## config.mk

```make
export PLATFORM = sky130hd
export DESIGN_NAME = spi_boot_fifo
export DESIGN_NICKNAME = d
export VERILOG_FILES = /design/src/rtl/spi_boot_fifo_pkg.sv /design/src/rtl/spi_boot_fifo_sync_word_fifo.sv /design/src/rtl/spi_boot_fifo.sv
export SDC_FILE = /design/constraint.sdc
export NUM_CORES = 1
export LEC_CHECK = 0
export CELL_PAD_IN_SITES_DETAIL_PLACEMENT = 0
export CELL_PAD_IN_SITES_GLOBAL_PLACEMENT = 1
export CORE_ASPECT_RATIO = 1.25
export CORE_UTILIZATION = 59
export DETAILED_ROUTE_END_ITERATION = 12
export DONT_BUFFER_PORTS = 1
export GPL_TIMING_DRIVEN = 0
export PLACE_DENSITY = 0.93
export SLEW_MARGIN = 20
export SYNTH_ARGS = -nofsm -noshare
export SYNTH_HDL_FRONTEND = slang
export SYNTH_HIERARCHICAL = 1
export SYNTH_SLANG_ARGS = --single-unit
```

## constraint.sdc

```tcl
create_clock -name boot_fifo_clk_i -period 13.1 [get_ports boot_fifo_clk_i]
set_input_delay 1.965 -clock boot_fifo_clk_i [delete_from_list [all_inputs] [get_ports boot_fifo_clk_i]]
set_output_delay 1.965 -clock boot_fifo_clk_i [all_outputs]
set_load 0.01 [all_outputs]
```

## src/rtl/spi_boot_fifo_pkg.sv

```systemverilog
// Shared boot-path definitions: write-enable encodings seen by the memory
// controller and the default geometry of the boot image path.
package spi_boot_fifo_pkg;

    // Write-enable request encodings, shared with the memory controller.
    localparam logic [1:0] WE_IDLE  = 2'b00;
    localparam logic [1:0] WE_WRITE = 2'b11;

    // Default geometry of the boot path.
    localparam int unsigned DEFAULT_DATA_WIDTH = 32;
    localparam int unsigned DEFAULT_FIFO_DEPTH = 8;
    localparam int unsigned DEFAULT_BOOT_WORDS = 8192;

endpackage : spi_boot_fifo_pkg

```

## src/rtl/spi_boot_fifo_sync_word_fifo.sv

```systemverilog
// Synchronous word FIFO with a registered read-data output.
//
// Ports:
//   clk_i          clock, rising edge
//   rst_i          synchronous active-high reset
//   push_i         write request; wdata_i is captured when accepted
//   wdata_i        word to store
//   pop_i          read strobe; head moves to rdata_o on the same edge
//   rdata_o        registered word last popped
//   empty_o        registered, count == 0
//   full_o         registered, count == DEPTH
//   overflow_o     sticky, a push was refused
//   pop_fire_c_o   combinational, this cycle's pop is honoured
//   empty_next_c_o combinational, count will be 0 after this edge
module spi_boot_fifo_sync_word_fifo
    import spi_boot_fifo_pkg::*;
#(
    parameter int unsigned DATA_WIDTH = DEFAULT_DATA_WIDTH,
    parameter int unsigned DEPTH      = DEFAULT_FIFO_DEPTH,
    parameter int unsigned PTR_WIDTH  = 3
) (
    input  logic                  clk_i,
    input  logic                  rst_i,
    input  logic                  push_i,
    input  logic [DATA_WIDTH-1:0] wdata_i,
    input  logic                  pop_i,
    output logic [DATA_WIDTH-1:0] rdata_o,
    output logic                  empty_o,
    output logic                  full_o,
    output logic                  overflow_o,
    output logic                  pop_fire_c_o,
    output logic                  empty_next_c_o
);

    localparam int unsigned CW = PTR_WIDTH + 1;

    logic [DATA_WIDTH-1:0] mem_q [DEPTH];
    logic [PTR_WIDTH-1:0]  wr_ptr_q, wr_ptr_d;
    logic [PTR_WIDTH-1:0]  rd_ptr_q, rd_ptr_d;
    logic [CW-1:0]         count_q, count_d;
    logic [DATA_WIDTH-1:0] rdata_q, rdata_d;
    logic                  empty_q, full_q, overflow_q, overflow_d;
    logic                  do_push, do_pop;

    // Accept/pop decisions and next-state; a full FIFO still accepts when a
    // pop frees the head slot on the same edge.
    always_comb begin
        do_pop     = pop_i && (count_q != '0);
        do_push    = push_i && ((count_q != CW'(DEPTH)) || pop_i);
        wr_ptr_d   = wr_ptr_q;
        rd_ptr_d   = rd_ptr_q;
        count_d    = count_q;
        rdata_d    = rdata_q;
        overflow_d = overflow_q | (push_i & ~do_push);
        if (do_push) begin
            wr_ptr_d = wr_ptr_q + PTR_WIDTH'(1);
        end
        if (do_pop) begin
            rd_ptr_d = rd_ptr_q + PTR_WIDTH'(1);
            rdata_d  = mem_q[rd_ptr_q];
        end
        case ({do_push, do_pop})
            2'b10:   count_d = count_q + CW'(1);
            2'b01:   count_d = count_q - CW'(1);
            default: count_d = count_q;
        endcase
    end

    // Control and status registers.
    always_ff @(posedge clk_i) begin
        if (rst_i) begin
            wr_ptr_q   <= '0;
            rd_ptr_q   <= '0;
            count_q    <= '0;
            rdata_q    <= '0;
            empty_q    <= 1'b1;
            full_q     <= 1'b0;
            overflow_q <= 1'b0;
        end else begin
            wr_ptr_q   <= wr_ptr_d;
            rd_ptr_q   <= rd_ptr_d;
            count_q    <= count_d;
            rdata_q    <= rdata_d;
            empty_q    <= (count_d == '0);
            full_q     <= (count_d == CW'(DEPTH));
            overflow_q <= overflow_d;
        end
    end

    // Storage; contents are don't-care until written.
    always_ff @(posedge clk_i) begin
        if (do_push) begin
            mem_q[wr_ptr_q] <= wdata_i;
        end
    end

    assign rdata_o        = rdata_q;
    assign empty_o        = empty_q;
    assign full_o         = full_q;
    assign overflow_o     = overflow_q;
    assign pop_fire_c_o   = do_pop;
    assign empty_next_c_o = (count_d == '0);

endmodule : spi_boot_fifo_sync_word_fifo

```

## src/rtl/spi_boot_fifo.sv

```systemverilog
// SPI boot byte packer and word FIFO feeding the boot memory controller.
// Bytes are packed LSB-first into words, buffered, and popped on the
// controller's read strobe; delivered words are counted to flag boot done.
//
// Ports:
//   boot_fifo_clk_i   clock, rising edge
//   boot_fifo_rst_i   synchronous active-high reset
//   spi_byte_i        received SPI byte
//   spi_byte_valid_i  one-cycle strobe, spi_byte_i valid
//   read_fifo_i       pop strobe from the memory controller
//   fifo_data_o       registered word last popped
//   write_enable_o    WE_WRITE while words remain and boot not done
//   spi_hold_o        FIFO full
//   fifo_empty_o      FIFO empty
//   fifo_overflow_o   sticky, a packed word was dropped
//   boot_done_o       sticky, BOOT_WORDS words popped
module spi_boot_fifo
    import spi_boot_fifo_pkg::*;
#(
    parameter int unsigned DATA_WIDTH = DEFAULT_DATA_WIDTH,
    parameter int unsigned FIFO_DEPTH = DEFAULT_FIFO_DEPTH,
    parameter int unsigned PTR_WIDTH  = 3,
    parameter int unsigned BOOT_WORDS = DEFAULT_BOOT_WORDS,
    parameter int unsigned CNT_WIDTH  = 14
) (
    input  logic                  boot_fifo_clk_i,
    input  logic                  boot_fifo_rst_i,
    input  logic [7:0]            spi_byte_i,
    input  logic                  spi_byte_valid_i,
    input  logic                  read_fifo_i,
    output logic [DATA_WIDTH-1:0] fifo_data_o,
    output logic [1:0]            write_enable_o,
    output logic                  spi_hold_o,
    output logic                  fifo_empty_o,
    output logic                  fifo_overflow_o,
    output logic                  boot_done_o
);

    localparam int unsigned NBYTES = DATA_WIDTH / 8;
    localparam int unsigned IDX_W  = (NBYTES > 1) ? $clog2(NBYTES) : 1;

    logic [IDX_W-1:0]      byte_idx_q, byte_idx_d;
    logic [DATA_WIDTH-1:0] pack_q, pack_d;
    logic [CNT_WIDTH-1:0]  cnt_q, cnt_d;
    logic                  done_q, done_d;
    logic [1:0]            we_q, we_d;
    logic                  last_byte, push_c, pop_fire_c, empty_next_c;

    // Packer: drop the incoming byte into its lane; the last lane completes
    // the word, which is pushed combinationally on the same edge.
    always_comb begin
        pack_d     = pack_q;
        byte_idx_d = byte_idx_q;
        last_byte  = (byte_idx_q == IDX_W'(NBYTES - 1));
        push_c     = 1'b0;
        if (spi_byte_valid_i) begin
            pack_d[{byte_idx_q, 3'b000} +: 8] = spi_byte_i;
            push_c     = last_byte;
            byte_idx_d = last_byte ? '0 : byte_idx_q + IDX_W'(1);
        end
    end

    spi_boot_fifo_sync_word_fifo #(
        .DATA_WIDTH (DATA_WIDTH),
        .DEPTH      (FIFO_DEPTH),
        .PTR_WIDTH  (PTR_WIDTH)
    ) u_fifo (
        .clk_i          (boot_fifo_clk_i),
        .rst_i          (boot_fifo_rst_i),
        .push_i         (push_c),
        .wdata_i        (pack_d),
        .pop_i          (read_fifo_i),
        .rdata_o        (fifo_data_o),
        .empty_o        (fifo_empty_o),
        .full_o         (spi_hold_o),
        .overflow_o     (fifo_overflow_o),
        .pop_fire_c_o   (pop_fire_c),
        .empty_next_c_o (empty_next_c)
    );

    // Delivered counter saturates at BOOT_WORDS; the request is precomputed
    // from next-state so write_enable_o comes straight from a flop.
    always_comb begin
        cnt_d = cnt_q;
        if (pop_fire_c && (cnt_q != CNT_WIDTH'(BOOT_WORDS))) begin
            cnt_d = cnt_q + CNT_WIDTH'(1);
        end
        done_d = done_q | (cnt_d == CNT_WIDTH'(BOOT_WORDS));
        we_d   = (!empty_next_c && !done_d) ? WE_WRITE : WE_IDLE;
    end

    always_ff @(posedge boot_fifo_clk_i) begin
        if (boot_fifo_rst_i) begin
            byte_idx_q <= '0;
            pack_q     <= '0;
            cnt_q      <= '0;
            done_q     <= 1'b0;
            we_q       <= WE_IDLE;
        end else begin
            byte_idx_q <= byte_idx_d;
            pack_q     <= pack_d;
            cnt_q      <= cnt_d;
            done_q     <= done_d;
            we_q       <= we_d;
        end
    end

    assign write_enable_o = we_q;
    assign boot_done_o    = done_q;

endmodule : spi_boot_fifo

```

# --- Yosys cells after proc, flatten, opt, wreduce, memory -nomap -nowiden ---
# Memories as Yosys holds them, arrays and structs flattened. A register that Yosys moved wholly into a read port is not among the register bits.
# Index checks and enable logic that the tools add are counted.
totals:
  ff_bits: 64
  ram_bits: 256
  in_bits: 12
  out_inout_bits: 38
  wordCells: 50
  mem_count: 1
op_classes:
  addsub: 7
  eq_ne: 7
  shift: 2
  muxes: 9
  n_bitwise: 4
  n_reduce_logical: 9
mem_list:
  columns: ["memory", "depth", "width", "rd", "rd_ports_with_merged_regs", "wr", "line", "text"]
  rows:
  - ["u_fifo.mem_q", 8, 32, 1, 1, 1, "spi_boot_fifo_sync_word_fifo.sv:37", "logic [DATA_WIDTH-1:0] mem_q [DEPTH];"]
ops:
  columns: ["cell", "n"]
  rows:
  - ["$bwmux 32", 1]
  - ["$mux 32", 1]
  - ["$shift 8x7->32 const A", 1]
  - ["$shiftx 8x7->32", 1]
  - ["$add 14x1->14 const B", 1]
  - ["$eq 14x14->1 const B", 1]
  - ["$mux 14", 1]
  - ["$ne 14x14->1 const B", 1]
  - ["$pmux 4 s2", 1]
  - ["$neg 5->7", 1]
  - ["$add 3x1->3 const B", 2]
  - ["$add 4x1->4 const B", 1]
  - ["$eq 2x2->1 const B", 2]
  - ["$eq 4x4->1 const B", 1]
  - ["$logic_and 1x1->1", 4]
  - ["$logic_not 4->1", 1]
  - ["$mux 2", 2]
  - ["$ne 4x4->1 const B", 1]
  - ["$reduce_bool 4->1", 1]
  - ["$sub 4x1->4 const B", 1]
  - ["$mux 1", 3]
  - ["$add 2x1->2 const B", 1]
  - ["$eq 2x1->1 const B", 1]
  - ["$logic_not 1->1", 2]
  - ["4 further kinds", 5]

# --- Logic depth before layout (Yosys ltp) ---
depth:
  depth_word: 9
  depth_mapped: 13
  mapped_depth_nobuf: 13

# --- Modules after synthesis ---
# Netlist, hierarchy kept.
modules_own_cells:
  columns: ["module", "instances", "cells_each", "area_per_inst_um2"]
  rows:
  - ["spi_boot_fifo_sync_word_fifo", 1, 573, 11476.0]
  - ["spi_boot_fifo", 1, 246, 2388.5]

# --- Least setup slack after synthesis ---
# Ideal clock, no wire load.
synth_timing:
  path_kind: "input -> register"
  startpoint: "in spi_byte_valid_i"
  endpoint: "mem u_fifo/mem_q[0][0] (netlist name), enable pin"
  setup_ps: 461
  arrival_ps: 5070
  setup_slack_ps: 7569
  path_stages: 5
  path_buffers: 1
  path_cell_list: "buf_2 and2_1 a21boi_0 nand2b_1 nor3_1"
synth_via:
  elab_chain_cells: 4
synth_rtl:
  columns: ["item", "line", "text"]
  rows:
  - ["start: declaration", "spi_boot_fifo.sv:29", "input logic spi_byte_valid_i,"]
  - ["$mux 1", "spi_boot_fifo.sv:56", "if (spi_byte_valid_i) begin"]
  - ["named net push_c", "spi_boot_fifo.sv:47", "logic last_byte, push_c, pop_fire_c, empty_next_c;"]
  - ["$logic_and 1x1->1", "spi_boot_fifo_sync_word_fifo.sv:49", "do_push = push_i && ((count_q != CW'(DEPTH)) || pop_i);"]
  - ["$mux 1", "spi_boot_fifo_sync_word_fifo.sv:92", "if (do_push) begin"]
  - ["$mux 1 (not written as such)", "spi_boot_fifo_sync_word_fifo.sv:93", "mem_q[wr_ptr_q] <= wdata_i;"]
  - ["end: declaration", "spi_boot_fifo_sync_word_fifo.sv:37", null]
# The timed path passes the listed nets, and every way through them passes these cells.

# --- Final worst setup path ---
layout_timing:
  startpoint: "in spi_byte_valid_i"
  endpoint: "mem u_fifo/mem_q[0][18] (netlist name), enable pin"
# Same word-level chain as after synthesis.

==> impl_results.md <==
- Via/cell ratio: ~6.3
- Hold crit path type: flip-flop to flip-flop
- Mapped Avg Cell Area: between 15 and 20 sq um
- Clock power frac: 44.7%
- Routed wire per std cell: 24.9 microns
- PnR worst setup slack: ~8400 ps
- Height of the die: 173 microns
- DRC viols: 3
- Worst setup EP type: flip-flop
- Final setup vio count: 0
- First-pass GRT wire length: 45.4 mm
- Worst Path Required: 13320 ps
- Max Cap Violations: 0
- Yosys warns: 6
- Placed insts: 1121
- Unique cell type count in the Yosys netlist: 56
- Initial drt markers: about 580
- Placeable Area: 0.0230 sq mm
- Area share of the largest cell type after synthesis: between 50% and 60%
- Cts bufs inserted: 34
- Worst vdd ir: 0.141 mV
- Number of diodes: 0
- Period utilization: 36.1%
- Die Span X: 139 microns
- Largest cells by area after synthesis: edfxtp_1 (55%), dfxtp_1 (14%), mux4_2 (10%)
- CTS Buffer Depth: 3
- WP data arrival: 4950 ps
- Slew Limit Fails: 0
- Synth-to-layout area growth: 12.8%
- P_sw: 447 uW
- Int Pwr: 1.82 mW
- Row count: between 60 and 70
- Sequential Power Share: 52.8%
- Final core occ: 67.9%
- Power Total: 2.27 mW
- CP Max Fanout: 9
- H-tree Lvls: 2
- Via count: ~7400
- Finished Layout Cells: 1183
- Antenna Nets Post-Route: 0
- Netlist Area Pre-Place: 0.0139 sq mm
- Nets: 893
- Sink Count: 351
- DRT Pass-1 Iters: 9
- Top FF cell, synth: edfxtp_1
- GR Util met2: 40.8%
- Syn Inst Count: 819
- Post-Route Setup TNS: 0 ps
- Routed WL: 29.4 mm
- Root Driver: clkbuf_16
- Met1 GRT Util: 34.2%
- TritonCTS clock tree: done
- Largest net degree at the start of global routing: 21
- Post-synth EDFFs: roughly 260
- Rel. slew slack: 35.5%
- Static Leak: slightly above 5 nW
- Setup CP Type: input port to flip-flop
- Syn nets: 843
- Worst-Margin Slew: 968 ps
- Setup Buffers After CTS: 0
- Initial antenna violation count: 0
- Post-CTS Resized: 0
- Seq/Total Area, Yosys: about 70%
- Setup repair after global routing missed its margin: no
- Combinational power share: between 2 and 3%
- Type of origin of the critical path: input port
- Overflow after GRT: 0
- PortBufs: 0
- Detailed Place HPWL: 18.2 mm
- Worst-path clk slew: ~60 ps
- Hold Buf Count CTS: 0
- I/O pin total: 50
- Worst skew pair latency: 510 ps
- Status: finished with violations
- Initial Utilization: 60.2%
- Total GRT Usage: 25.4%
- Global placement routability congestion: 0.822
- Met3 Use GR: 5.72%
- Post-synthesis async set-or-reset flop share: 0%
- Switching Share: 19.7%
- Failing checks: design-rule violations
- Share of layout cells above drive strength 1: 21.6%
- Seq cells post-synth: 351
- Clock Skew: 19.5 ps
- Final hold vios: 0
- Final critical-path required period: about 4700 ps
- Vias in the first global route: 7677
- Synth area leader: edfxtp_1
- Die area: ~0.024 sq mm
- Top Usage Layer GRT: met2
- Fmax: 0.212 GHz
- Post-placement setup slack: 8020 ps
- Filler cells: roughly 1500
- Pwr per Cell Area: 145 mW/mm^2
-- routing by layer --
layer / up-vias / share of wire, %
met5: - / 0
met4: 0 / 2.8
met3: 58 / 8.6
met2: 333 / 49
met1: 3725 / 39
li1: 3307 / -
-- sequential cells by signal (all words and copies together) (netlist names), 2 cells and up --
register and count:
u_fifo/mem_q 256, pack_q 32, u_fifo/rdata_o 32, cnt_q 14, u_fifo/count_q 4, u_fifo/rd_ptr_q 3, u_fifo/wr_ptr_q 3, byte_idx_q 2
-- path summary, 6_finish.rpt --
kind                      startpoint                  end  slack (ps)  cells after the start
setup reg to reg       byte_idx_q[0]  u_fifo/mem_q[0][18]        9220                      8
hold reg to reg   u_fifo/wr_ptr_q[0]   u_fifo/wr_ptr_q[0]         530                      2
hold / removal    u_fifo/wr_ptr_q[0]   u_fifo/wr_ptr_q[0]         530                      2
setup / recovery    spi_byte_valid_i  u_fifo/mem_q[0][18]        8380                      8
-- cell usage after synthesis, types with 2 or more instances --
cell type  instances
and2_1            36
a22oi_1            2
o21ai_0            6
xor2_1            12
buf_1              4
dfxtp_1           95
or3_1              4
nor3_1             9
mux4_2            64
nand2_1           18
o211ai_1           2
a22o_1            32
nor4_1             5
buf_4              2
a21oi_1            7
buf_6              6
edfxtp_1         256
and4_1             2
or2_2              2
a211oi_1          13
a21boi_0           2
nand4_1            4
buf_2             12
mux2i_1           36
a31oi_1            3
nor4b_2            5
inv_1              8
xnor2_1            8
nand3_1            7
nor2_1            68
a211oi_2          20
clkbuf_1          21
nand2b_1          10
ha_1              12
and3_1             5
-- power by group through the flow --
| stage | clock network [mW] | logic, mW | registers, mW |
|---|---|---|---|
| floorplan | 0 | 0.0425 | 1.22 |
| global placement | 0 | 0.0549 | 1.22 |
| detailed placement | 0 | 0.0569 | 1.22 |
| CTS | 1.03 | 0.0577 | 1.20 |
| global route | 1.07 | 0.0631 | 1.20 |
| finish | 1.01 | 0.0577 | 1.20 |
-- final cells by class --
class,count,area (sq um),area share [%]
sequential,351,9590,61.3
multi-input combinational,415,4060,26.0
buffer,45,236,1.51
tap,288,360,2.30
clock buffer,48,987,6.31
clock inverter,14,178,1.14
inverter,8,30.0,0.192
timing repair buffer,14,199,1.27
-- cells by family (layout without fill, tap and decap cells) --
kind of cell / count (synthesis) / count (layout) / synth area share (%)
XOR/XNOR: 20 / 20 / 1.26
adder cells (fa/ha/maj): 12 / 12 / 1.08
multiplexers: 100 / 100 / 13.0
flip-flops: 351 / 351 / 69.2
buffers and inverters: 53 / 129 / 1.92
AND/OR/NAND/NOR: 184 / 184 / 7.28
AO/OA/AOI/OAI: 99 / 99 / 6.29
-- stage by stage --
stage	hold slack [ps]	cell area (sq um)
2_1_floorplan	462	13900
3_3_place_gp	478	14200
3_5_place_dp	493	14500
4_1_cts	512	15600
5_1_grt	546	15600
6_report	531	15600
-- critical path, stage by stage --
cell and delay [ps]:
buf_2 200, and2_1 220, a21boi_0 600, nand2b_1 420, nor3_2 770, buf_4 340, buf_4 220, buf_4 190
-- placed cells by master, fill, tap and decap left out, types with 3 or more instances in the layout --
cell type and n:
o21ai_0 6, a22o_1 32, nor4b_2 5, mux4_2 64
xor2_1 12, clkbuf_16 37, nand2_1 18, xnor2_1 8
nor2_4 6, and2_1 36, a21oi_1 7, bufinv_16 4
buf_12 5, nor4_1 5, clkinv_2 4, nand2b_1 10
a211oi_1 13, inv_1 8, nor2_1 62, and3_1 5
buf_1 4, buf_4 7, clkinv_1 3, mux2i_1 36
a31oi_1 3, nor3_1 7, a211oi_2 20, edfxtp_1 256
buf_6 9, buf_2 12, nand3_1 7, clkbuf_1 30
dfxtp_1 95, ha_1 12, nand4_1 4, or3_1 4
Note: power is estimated with default switching activity, not from simulation.
